===== config.mk =====
export PLATFORM = sky130hd
export DESIGN_NAME = cam_config_sequencer
export DESIGN_NICKNAME = d
export VERILOG_FILES = /design/src/rtl/cam_config_sequencer.sv
export SDC_FILE = /design/constraint.sdc
export NUM_CORES = 1
export LEC_CHECK = 0
export CORE_MARGIN = 1.5
export CORE_UTILIZATION = 50
export DETAILED_ROUTE_END_ITERATION = 10
export HOLD_SLACK_MARGIN = 0.05
export PLACE_DENSITY = 0.78
export SETUP_SLACK_MARGIN = 0.2
export SKIP_CTS_REPAIR_TIMING = 1
export SYNTH_ARGS = -nofsm -noshare
export SYNTH_HDL_FRONTEND = slang
export SYNTH_SLANG_ARGS = --single-unit

===== constraint.sdc =====
create_clock -name clk -period 2.2 [get_ports clk]
set_clock_uncertainty 0.1 [all_clocks]
set_input_delay 0.66 -clock clk [delete_from_list [all_inputs] [get_ports clk]]
set_output_delay 0.66 -clock clk [all_outputs]
set_load 0.02 [all_outputs]

===== src/rtl/cam_config_sequencer.sv =====
// Camera sensor configuration sequencer: writes the register table to the sensor
// through the I2C master's request/ack port after power-up, soft reset or a setting change.
//
// state   | meaning
// STARTUP | post-reset settle delay
// IDLE    | waiting for pending_full or dirty with soft reset released
// REQ     | load address/data for the current table index
// WAIT    | wr_req held until wr_ack/wr_err
// GAP     | inter-transaction idle time
// DONE    | sequence finished cleanly
module cam_config_sequencer #(
  parameter logic [15:0] STARTUP_CYCLES  = 16'd50000,
  parameter logic [7:0]  GAP_CYCLES      = 8'd16,
  parameter logic [1:0]  MAX_RETRY       = 2'd2,
  parameter logic [7:0]  ADDR_SOFT_RESET = 8'h0D
) (
  input  logic        clk,
  input  logic        reset_n,
  input  logic [15:0] cfg_start_row,
  input  logic [15:0] cfg_start_column,
  input  logic [15:0] cfg_row_size,
  input  logic [15:0] cfg_column_size,
  input  logic [15:0] cfg_row_mode,
  input  logic [15:0] cfg_column_mode,
  input  logic [15:0] cfg_exposure,
  input  logic        cam_soft_reset_n,
  output logic        wr_req,
  output logic [7:0]  wr_addr,
  output logic [15:0] wr_data,
  input  logic        wr_ack,
  input  logic        wr_err,
  output logic        cfg_busy,
  output logic        cfg_done,
  output logic        cfg_error
);

  typedef enum logic [2:0] {
    ST_STARTUP, ST_IDLE, ST_REQ, ST_WAIT, ST_GAP, ST_DONE
  } state_t;

  state_t        state, state_nxt;
  logic [111:0]  cfg_vec, shadow, shadow_nxt;
  logic [3:0]    idx, idx_nxt;
  logic [1:0]    retry, retry_nxt;
  logic [15:0]   cnt, cnt_nxt;
  logic          pending_full, pending_full_nxt;
  logic          dirty, dirty_nxt;
  logic          soft_q, soft_fall;
  logic          wr_req_nxt, busy_nxt, done_nxt, error_nxt;
  logic [7:0]    wr_addr_nxt, tbl_addr;
  logic [15:0]   wr_data_nxt, tbl_data;

  assign cfg_vec   = {cfg_start_row, cfg_start_column, cfg_row_size, cfg_column_size,
                      cfg_row_mode, cfg_column_mode, cfg_exposure};
  assign soft_fall = soft_q & ~cam_soft_reset_n;

  always_comb begin
    tbl_addr = ADDR_SOFT_RESET;
    tbl_data = 16'h0000;
    case (idx)
      4'd0: tbl_data = 16'h0001;
      4'd2: begin tbl_addr = 8'h01; tbl_data = shadow[111:96]; end
      4'd3: begin tbl_addr = 8'h02; tbl_data = shadow[95:80];  end
      4'd4: begin tbl_addr = 8'h03; tbl_data = shadow[79:64];  end
      4'd5: begin tbl_addr = 8'h04; tbl_data = shadow[63:48];  end
      4'd6: begin tbl_addr = 8'h22; tbl_data = shadow[47:32];  end
      4'd7: begin tbl_addr = 8'h23; tbl_data = shadow[31:16];  end
      4'd8: begin tbl_addr = 8'h09; tbl_data = shadow[15:0];   end
      default: ;
    endcase
  end

  always_ff @(posedge clk or negedge reset_n) begin
    if (!reset_n) begin
      state        <= ST_STARTUP;
      shadow       <= '0;
      idx          <= '0;
      retry        <= '0;
      cnt          <= '0;
      pending_full <= 1'b1;
      dirty        <= 1'b0;
      soft_q       <= 1'b1;
      wr_req       <= 1'b0;
      wr_addr      <= '0;
      wr_data      <= '0;
      cfg_busy     <= 1'b0;
      cfg_done     <= 1'b0;
      cfg_error    <= 1'b0;
    end else begin
      state        <= state_nxt;
      shadow       <= shadow_nxt;
      idx          <= idx_nxt;
      retry        <= retry_nxt;
      cnt          <= cnt_nxt;
      pending_full <= pending_full_nxt;
      dirty        <= dirty_nxt;
      soft_q       <= cam_soft_reset_n;
      wr_req       <= wr_req_nxt;
      wr_addr      <= wr_addr_nxt;
      wr_data      <= wr_data_nxt;
      cfg_busy     <= busy_nxt;
      cfg_done     <= done_nxt;
      cfg_error    <= error_nxt;
    end
  end

  always_comb begin
    state_nxt        = state;
    shadow_nxt       = shadow;
    idx_nxt          = idx;
    retry_nxt        = retry;
    cnt_nxt          = cnt;
    pending_full_nxt = pending_full | soft_fall;
    dirty_nxt        = dirty | (cfg_vec != shadow);
    wr_req_nxt       = wr_req;
    wr_addr_nxt      = wr_addr;
    wr_data_nxt      = wr_data;
    busy_nxt         = cfg_busy;
    done_nxt         = cfg_done;
    error_nxt        = cfg_error;
    case (state)
      ST_STARTUP: begin
        if (cnt == STARTUP_CYCLES - 16'd1) begin
          cnt_nxt   = '0;
          state_nxt = ST_IDLE;
        end else begin
          cnt_nxt = cnt + 16'd1;
        end
      end
      ST_IDLE: begin
        if (cam_soft_reset_n && (pending_full || dirty)) begin
          shadow_nxt       = cfg_vec;
          idx_nxt          = pending_full ? 4'd0 : 4'd2;
          pending_full_nxt = 1'b0;
          dirty_nxt        = 1'b0;
          retry_nxt        = '0;
          cnt_nxt          = '0;
          done_nxt         = 1'b0;
          error_nxt        = 1'b0;
          busy_nxt         = 1'b1;
          state_nxt        = ST_REQ;
        end
      end
      ST_REQ: begin
        // A soft reset seen since the last transaction abandons the sequence here.
        if (pending_full) begin
          busy_nxt  = 1'b0;
          state_nxt = ST_IDLE;
        end else begin
          wr_req_nxt  = 1'b1;
          wr_addr_nxt = tbl_addr;
          wr_data_nxt = tbl_data;
          state_nxt   = ST_WAIT;
        end
      end
      ST_WAIT: begin
        if (wr_err) begin
          wr_req_nxt = 1'b0;
          cnt_nxt    = '0;
          if (pending_full) begin
            retry_nxt = '0;
            busy_nxt  = 1'b0;
            state_nxt = ST_IDLE;
          end else if (retry < MAX_RETRY) begin
            retry_nxt = retry + 2'd1;
            state_nxt = ST_GAP;
          end else begin
            retry_nxt = '0;
            error_nxt = 1'b1;
            busy_nxt  = 1'b0;
            state_nxt = ST_IDLE;
          end
        end else if (wr_ack) begin
          wr_req_nxt = 1'b0;
          retry_nxt  = '0;
          cnt_nxt    = '0;
          if (pending_full) begin
            busy_nxt  = 1'b0;
            state_nxt = ST_IDLE;
          end else begin
            state_nxt = (idx == 4'd8) ? ST_DONE : ST_GAP;
          end
        end
      end
      ST_GAP: begin
        if (pending_full) begin
          retry_nxt = '0;
          cnt_nxt   = '0;
          busy_nxt  = 1'b0;
          state_nxt = ST_IDLE;
        end else if (cnt == {8'd0, GAP_CYCLES} - 16'd1) begin
          cnt_nxt   = '0;
          idx_nxt   = (retry == 2'd0) ? idx + 4'd1 : idx;
          state_nxt = ST_REQ;
        end else begin
          cnt_nxt = cnt + 16'd1;
        end
      end
      ST_DONE: begin
        done_nxt  = 1'b1;
        busy_nxt  = 1'b0;
        state_nxt = ST_IDLE;
      end
      default: state_nxt = ST_STARTUP;
    endcase
  end

endmodule


Yosys cells after proc, flatten, opt, wreduce, memory -nomap -nowiden
Index checks and enable logic that the tools add are counted.
{"block": "classes", "add_sub_neg": 3, "multipliers": 0, "div_mod_pow": 0, "n_lt_le_gt_ge": 1, "eq_ne": 28, "n_shift": 0, "n_mux": 55, "bitwise": 5, "reduce_logical": 23}
{"operator": "16-bit one-hot mux with 8 select lines", "count": 1}
{"operator": "112-bit inequality test", "count": 1}
{"operator": "16-bit two-way mux", "count": 6}
{"operator": "16-bit one-hot mux with 4 select lines", "count": 1}
{"operator": "6-bit one-hot mux with 7 select lines", "count": 1}
{"operator": "3-bit two-way mux", "count": 9}
{"operator": "2-bit inequality test, second input constant", "count": 10}
{"operator": "1-bit two-way mux", "count": 18}
{"operator": "3-bit one-hot mux with 6 select lines", "count": 1}
{"operator": "16-bit by 1-bit adder with 16-bit output, second input constant", "count": 1}
{"operator": "16-bit == test, second input constant", "count": 1}
{"operator": "16-bit by 4-bit == test with 1-bit output, second input constant", "count": 1}
{"operator": "4-bit by 3-bit == test with 1-bit output, second input constant", "count": 4}
{"operator": "2-bit two-way mux", "count": 8}
{"operator": "4-bit two-way mux", "count": 4}
{"operator": "4-bit AND reduction", "count": 3}
{"operator": "5-bit AND reduction", "count": 2}
{"operator": "4-bit by 2-bit == test with 1-bit output, second input constant", "count": 2}
{"operator": "4-bit one-hot mux with 2 select lines", "count": 1}
{"operator": "2-bit nonzero test", "count": 4}
{"operator": "4-bit nonzero test", "count": 2}
{"operator": "3-bit by 2-bit == test with 1-bit output, second input constant", "count": 2}
{"operator": "3-bit == test, second input constant", "count": 2}
{"operator": "3-bit inequality test, second input constant", "count": 2}
{"operator": "21 further kinds", "count": 28}
{"block": "totals", "reg_bits": 168, "latchBits": 0, "ramBits": 0, "romBits": 0, "inputBits": 117, "out_inout_bits": 28, "n_memories": 0}

Longest topological paths before layout
Gate-level depths: netlist (run 1).
{"block": "depth", "word_depth": 6, "depth_mapped": 8}

Worst setup path after synthesis (run 1)
Ideal clock, no wire load.
{"block": "synth_path", "kind": "input to register", "from": "in cam_soft_reset_n", "to": "reg shadow[100]", "arrival_ns": 1.939, "required_time_ns": 1.975, "path_slack_ns": 0.037, "cell_stages": 6, "n_path_buf": 2, "path_cell_list": "inv_1 -> or3_1 -> nor2_1 -> buf_2 -> buf_2 -> mux2_2"}
{"block": "synth_via", "elab_chain_len": 2}
{"element": "from (decl)", "line": "26", "source": "input logic cam_soft_reset_n,"}
{"element": "1-bit logical AND", "line": "131", "source": "if (cam_soft_reset_n && (pending_full || dirty)) begin"}
{"element": "2-bit AND reduction (no line)"}
{"element": "to (signal assigned)", "line": "91", "source": "shadow <= shadow_nxt;"}
{"element": "to (decl)", "line": "42", "source": "logic [111:0] cfg_vec, shadow, shadow_nxt;"}
Every way passes these cells.
A chain may end at the register's enable or synchronous reset.

Worst setup path after layout (run 1)
{"block": "layout_path", "from": "in cfg_column_mode[12]", "to": "reg dirty"}
{"block": "layout_via", "elab_chain_len": 4}
{"element": "from (decl)", "line": "24", "source": "input logic [15:0] cfg_column_mode,"}
{"element": "112-bit inequality test (*)", "line": "114", "source": "dirty_nxt = dirty | (cfg_vec != shadow);"}
{"element": "1-bit bitwise OR (*)", "line": "114"}
{"element": "1-bit two-way mux", "line": "131"}
{"element": "1-bit two-way mux (*)", "line": "121", "source": "case (state)"}
{"element": "net dirty_nxt", "line": "47", "source": "logic dirty, dirty_nxt;"}
{"element": "to (signal assigned)", "line": "96", "source": "dirty <= dirty_nxt;"}
{"element": "to (decl)", "line": "47"}
Mark *: on every way through the listed nets, which the timed path passes. The rest lies on a longest branch.

==> metrics.txt, run 1 <==
Synth area leaders=dfrtp_1 (47%), mux2_2 (11%), xor2_1 (7.3%), a22oi_1 (2.9%), o21ai_0 (2.3%); Max stage delay on crit path=0.56 ns; Crit Path Category=primary input to flip-flop; Post-Syn Area per Cell=10.7 µm²; Seq/Total Area, Yosys=47.8%; row count=47; Worst R2R End=idx[3]; total negative slack=-0.400 ns; number of flops mapped to enable cells by yosys=0; Clock power frac=40.8%; minimum clock period=2.34 ns; FMAX=428 MHz; Worst Reg-to-Reg Cells=6; setup ws final=-0.139 ns; most frequent cell after synthesis=dfrtp_1; worst-path cell chain=clkdlybuf4s50_1, xnor2_2, o221ai_1, a2111oi_1, nand4_1, nor4_2, a21oi_1; core area=0.0168 mm²; vias in the first global route=7128; Slew Limit Headroom=60.1%; r2r startpoint=cnt[5]; I/O pins=145; Internal Power=0.00530 W; largest family of logic cells by synthesized area=compound AO/OA/AOI/OAI gates; reg-to-reg setup timing slack=-0.11 ns; NumNets Final=1180; dpl hpwl=19.4 mm; Final ANT Viol Nets=0; Yosys top cell area share=47.2%; PortBufs=141; Post-synth ARST share=100%; CP endpoint kind=flip-flop; Via-to-Cell Ratio=6.39; cts bufs inserted=17; Die Y-Extent=135 µm; GRT Util Overall=29.5%; fin crit share=106%; cell count after synthesis=805; Max FO, Critical Path=2; Initial Util=51.6%; 1st-pass router iterations=9; Adder-Cell Fraction of Synth Area=0.868%; simple-gate area share of the yosys netlist=12.0%; Sw Ratio=27.0%; GP Congestion=0.964; Synth Flop Type=dfrtp_1; outcome=complete, but fails checks; largest net degree at the start of global routing=44; Worst VDD drop=0.000605 V; hold crit path type=primary input to async pin; CTS tree=yes; logic gate share of total power=13.8%; Clock Sinks=165; count of cell types in the netlist=57; WP data arrival=2.55 ns; mux contribution to synthesized area=11.5%; Critical-path top delay cell=clkdlybuf4s50_1; Setup violations, final=6; final slew viol count=0; initial antenna violation count=0; sequential power share=45.4%; Tightest Pin Transition=0.598 ns; maximum clock path buffer count=2; P per Cell Area=550 mW/mm²; clock root cell=clkbuf_16; Die ar.=0.0181 mm²; Final Total Pwr=0.00725 W; Finished Layout Cells=1291; commonest cells in the netlist=dfrtp_1 (163), mux2_2 (88), xor2_1 (72); Switching Power=0.00195 W; YS warnings=0; Worst setup startpoint=cfg_column_mode[12]; RSZ-0062 raised after global routing=true; Die W=135 µm; Wirelength per Cell=25.5 µm; Detailed Route WL=32.9 mm; ratio of cells with drive above 1 in the final layout=31.6%; Critical Path End=dirty; initial drt markers=1087; Worst-Skew Late Latency=0.44 ns; Hold Fails Final Rpt=0; Yosys top cell by area=dfrtp_1; Hold WS=0.0571 ns; global-route wire length before repair=40.2 mm; violated checks=setup timing; Startpoint Class=primary input; dpl cells=1209; Static Leak=6.44 nW; #FFs+latches synth=165; DR vias=8248; Synth Area in Compound Gates=13.9%; area of the mapped netlist=0.00865 mm²; CTS H-tree lvls=4; Core Util, Final=78.7%; Area growth syn-to-layout=52.5%; clock transition at the registers of the reported paths=0.07 ns; xor/xnor share of the synthesized area=9.52%; DRC=0; CP required=2.41 ns; Max Cap Viol=0; global route overflow=0
-- through the flow --
stage	instance area (µm²)	setup slack [ns]
finish	13200	-0.139
global route	13200	-0.216
CTS	11600	-0.220
detailed placement	11000	-0.667
global placement	11000	-0.551
floorplan	8760	0.189
-- cell families after synthesis --
| logic type | after synthesis |
|---|---|
| fa+ha+maj | 6 |
| simple gates | 195 |
| other cells | 1 |
| compound gates | 166 |
| buf+inv | 90 |
| xor+xnor | 94 |
| mux | 88 |
| flops | 165 |
-- layout by cell type, fill, tap and decap left out, types with 17 or more instances in the layout --
cell / instances
nor2_1: 25
o21ai_0: 32
nor4_1: 20
dlymetal6s2s_1: 51
xnor2_1: 21
dfrtp_1: 159
clkbuf_16: 29
clkdlybuf4s50_1: 89
inv_1: 47
buf_4: 74
mux2_4: 84
a22oi_1: 28
a22o_1: 22
a222oi_1: 17
xor2_1: 70
buf_12: 23
nand3_1: 22
nand2_1: 43
-- per-layer routing --
metal | part of all wire (%) | global-route usage (%) | vias to the layer above
li1 | - | - | 3422
met1 | 38 | 41.4 | 4060
met2 | 46 | 45.2 | 605
met3 | 10 | 6.16 | 161
met4 | 5.9 | 10.9 | 0
met5 | 0 | 0 | -
-- power by group through the flow --
stage               clock network [W]  logic (W)  registers [W]
floorplan                           0   0.000329        0.00328
global placement                    0   0.000833        0.00332
detailed placement                  0   0.000842        0.00332
CTS                           0.00293   0.000851        0.00327
global route                  0.00310    0.00104        0.00330
finish                        0.00296   0.000999        0.00329
-- state kept, by name, indices dropped and copies added (netlist names), 2 cells and up --
register  flops
wr_data      16
state         3
wr_addr       5
cnt          16
shadow      112
retry         2
idx           4
-- worst min-delay path by stage --
stage,startpoint,endpoint,slack [ns],depth (start not counted)
floorplan,reset_n,cfg_busy,0.26,0
global placement,wr_addr[1],wr_addr[1],0.36,2
detailed placement,wr_addr[5],wr_addr[5],0.37,2
CTS,reset_n,cnt[3],0.08,1
global route,reset_n,cnt[3],0.09,1
finish,reset_n,cnt[3],0.06,1
-- worst max-delay path: cells and delay by family --
family                 cells  cell delay (ns)
AO/OA/AOI/OAI              3             0.68
XOR/XNOR                   1             0.14
AND/OR/NAND/NOR            2             0.51
buffers and inverters      1             0.56
-- layout make-up --
type,instances,area (µm²)
clock buffers,19,453
repair buffers,271,3130
fillers,940,3570
multi-input cells,552,4880
flip-flops and latches,165,4140
clock inverters,13,120
inverters,50,188
well taps,220,275
diodes,1,2.50
Power figures use the tool's default switching activity.
==> run 2: changes to the inputs <==
ABC_CLOCK_PERIOD_IN_PS = 2200   (was not set)
CORE_MARGIN = 1   (was 1.5)
==> run 2 against run 1 <==
The flow still finishes with violations (setup timing). Wire length rose by 0.43%. Clock power barely moved. Die area fell by 1.5%. Power rose by 0.90%. Count of clock-buffer cells in the layout rose by 3. Cell count barely moved. Via count rose by 1.7%. First-iteration DRC count rose by 14%. Sequential share of layout area fell by 0.21 points. Utilization rose by 0.47 points. Sequential power barely moved. Critical endpoint unchanged. Largest cell class unchanged. Highest routed layer unchanged.
==> metrics.txt, run 2 (synthesized netlist as in run 1, its figures left out) <==
final slew viol count=0 (unchanged); Final ANT Viol Nets=0 (unchanged); Detailed Route WL=33.1 mm (+0.43%); violated checks=setup timing; sequential power share=45.1% (-0.3 points); Slew Limit Headroom=63.7% (+3.6 points); Switching Power=0.00196 W (about the same); core area=0.0168 mm² (unchanged); global route overflow=0 (unchanged); Worst Reg-to-Reg Cells=6 (unchanged); minimum clock period=2.41 ns (+0.0696 ns); DR vias=8389 (+1.7%); Worst R2R End=dirty; fin crit share=109% (+3.2 points); ratio of cells with drive above 1 in the final layout=33.0% (+1.4 points); RSZ-0062 raised after global routing=true; Finished Layout Cells=1290 (-0.077%); CTS tree=yes; FMAX=415 MHz (-2.9%); Die Y-Extent=134 µm (-0.74%); clock transition at the registers of the reported paths=0.07 ns (about the same); logic gate share of total power=14.0% (+0.2 points); Startpoint Class=primary input; Die W=134 µm (-0.74%); Core Util, Final=79.2% (+0.47 points); GRT Util Overall=29.4% (-0.12 points); I/O pins=145 (unchanged); maximum clock path buffer count=2 (unchanged); Crit Path Category=primary input to flip-flop; Worst setup startpoint=cfg_column_mode[7]; commonest non-fill, non-tap cell in the layout=dfrtp_1; register name with the most flops=shadow; NumNets Final=1181 (+0.085%); Sw Ratio=26.7% (-0.22 points); dpl hpwl=19.2 mm (-1.4%); Clock power frac=40.9% (about the same); CTS H-tree lvls=4 (unchanged); hold crit path type=primary input to flip-flop; placed cell area=0.0110 mm² (-0.34%); Finished Cell Area=0.0133 mm² (+0.60%); reg-to-reg setup timing slack=-0.09 ns (+0.02 ns); CP endpoint kind=flip-flop; Tightest Pin Transition=0.539 ns (-0.0588 ns); Initial Util=51.6% (unchanged); Via-to-Cell Ratio=6.50 (+1.8%); cts bufs inserted=17 (unchanged); Area growth syn-to-layout=53.4%; dpl cells=1209 (unchanged); Setup violations, final=3 (-3); Max Cap Viol=0 (unchanged); CP required=2.43 ns (+0.02 ns); GP Congestion=0.931 (-3.4%); clock root cell=clkbuf_16; initial drt markers=1240 (+14%); Static Leak=6.53 nW (+1.4%); P per Cell Area=551 mW/mm² (+0.30%); ANT cells=0 (-1); Worst-Skew Late Latency=0.46 ns (+0.02 ns); 1st-pass router iterations=7 (-2); WP data arrival=2.64 ns (+0.09 ns); outcome=complete, but fails checks; biggest regs=shadow x112, cnt x16, wr_data x16; max reg flops=112 (unchanged); global-route wire length before repair=39.2 mm (-2.5%); number of fillers in the final layout=918 (-2.3%); Hold Fails Final Rpt=0 (unchanged); initial antenna violation count=0 (unchanged); Die ar.=0.0178 mm² (-1.5%); Internal Power=0.00536 W (+1.2%); Clock Sinks=165 (unchanged); Worst VDD drop=0.000688 V (+14%); dpl ws=-0.740 ns (-0.0731 ns); largest net degree at the start of global routing=51 (+16%); Wirelength per Cell=25.6 µm (+0.50%); r2r startpoint=shadow[55]; Max FO, Critical Path=3 (+1); row count=47 (unchanged); PortBufs=141 (unchanged); vias in the first global route=7146 (+0.25%); setup ws final=-0.208 ns (-0.0696 ns); total negative slack=-0.260 ns (+0.140 ns); hold depth=1; commonest cells after routing, fill and taps aside=dfrtp_1 (161), clkdlybuf4s50_1 (89), mux2_4 (84); Critical Path End=dirty; DRC=0 (unchanged)
## run 2: final cells by class
type                            count  area (µm²)  area share, %
Timing Repair Buffer              272        3130           23.6
Sequential cell                   165        4130           31.2
Inverter                           50         188           1.41
Clock inverter                      9        93.8          0.707
Multi-Input combinational cell    552        4960           37.4
Tap cell                          220         275           2.07
Clock buffer                       22         484           3.65
## run 2: critical path, cell delays in order
cell and delay [ns]:
clkdlybuf4s50_1 0.53, o22ai_1 0.20, nor4_1 0.48, nand4_1 0.23, nor4_2 0.40, a21oi_1 0.13
## run 2: how the worst min path moves through the flow
stage | slack [ns] | to | from
after floorplan | 0.26 | cfg_busy | reset_n
after global placement | 0.36 | wr_addr[0] | wr_addr[0]
after detailed placement | 0.37 | wr_addr[5] | wr_addr[5]
after CTS | 0.01 | cnt[4] | reset_n
after global routing | 0.26 | soft_q | cam_soft_reset_n
final | 0.27 | soft_q | cam_soft_reset_n
## run 2: routing by layer
layer | up-vias | share of wire (%) | GRT usage (%)
met1 | 4080 | 37 | 41.5
met4 | 0 | 6.7 | 12.7
li1 | 3426 | - | -
met5 | - | 0 | 0
met3 | 200 | 10 | 4.45
met2 | 683 | 46 | 44.9
## run 2: stage by stage
stage | total power, W | hold slack [ns]
final | 0.00731 | 0.268
after floorplan | 0.00361 | 0.264
after CTS | 0.00705 | 0.0114
after global placement | 0.00413 | 0.361
after global routing | 0.00748 | 0.260
after detailed placement | 0.00415 | 0.370
## run 2: power by group through the flow
stage | Combinational (W) | Clock, W | Sequential [W]
detailed placement | 0.000824 | 0 | 0.00332
global route | 0.00106 | 0.00312 | 0.00330
global placement | 0.000813 | 0 | 0.00332
floorplan | 0.000329 | 0 | 0.00328
CTS | 0.000832 | 0.00295 | 0.00327
finish | 0.00102 | 0.00299 | 0.00330
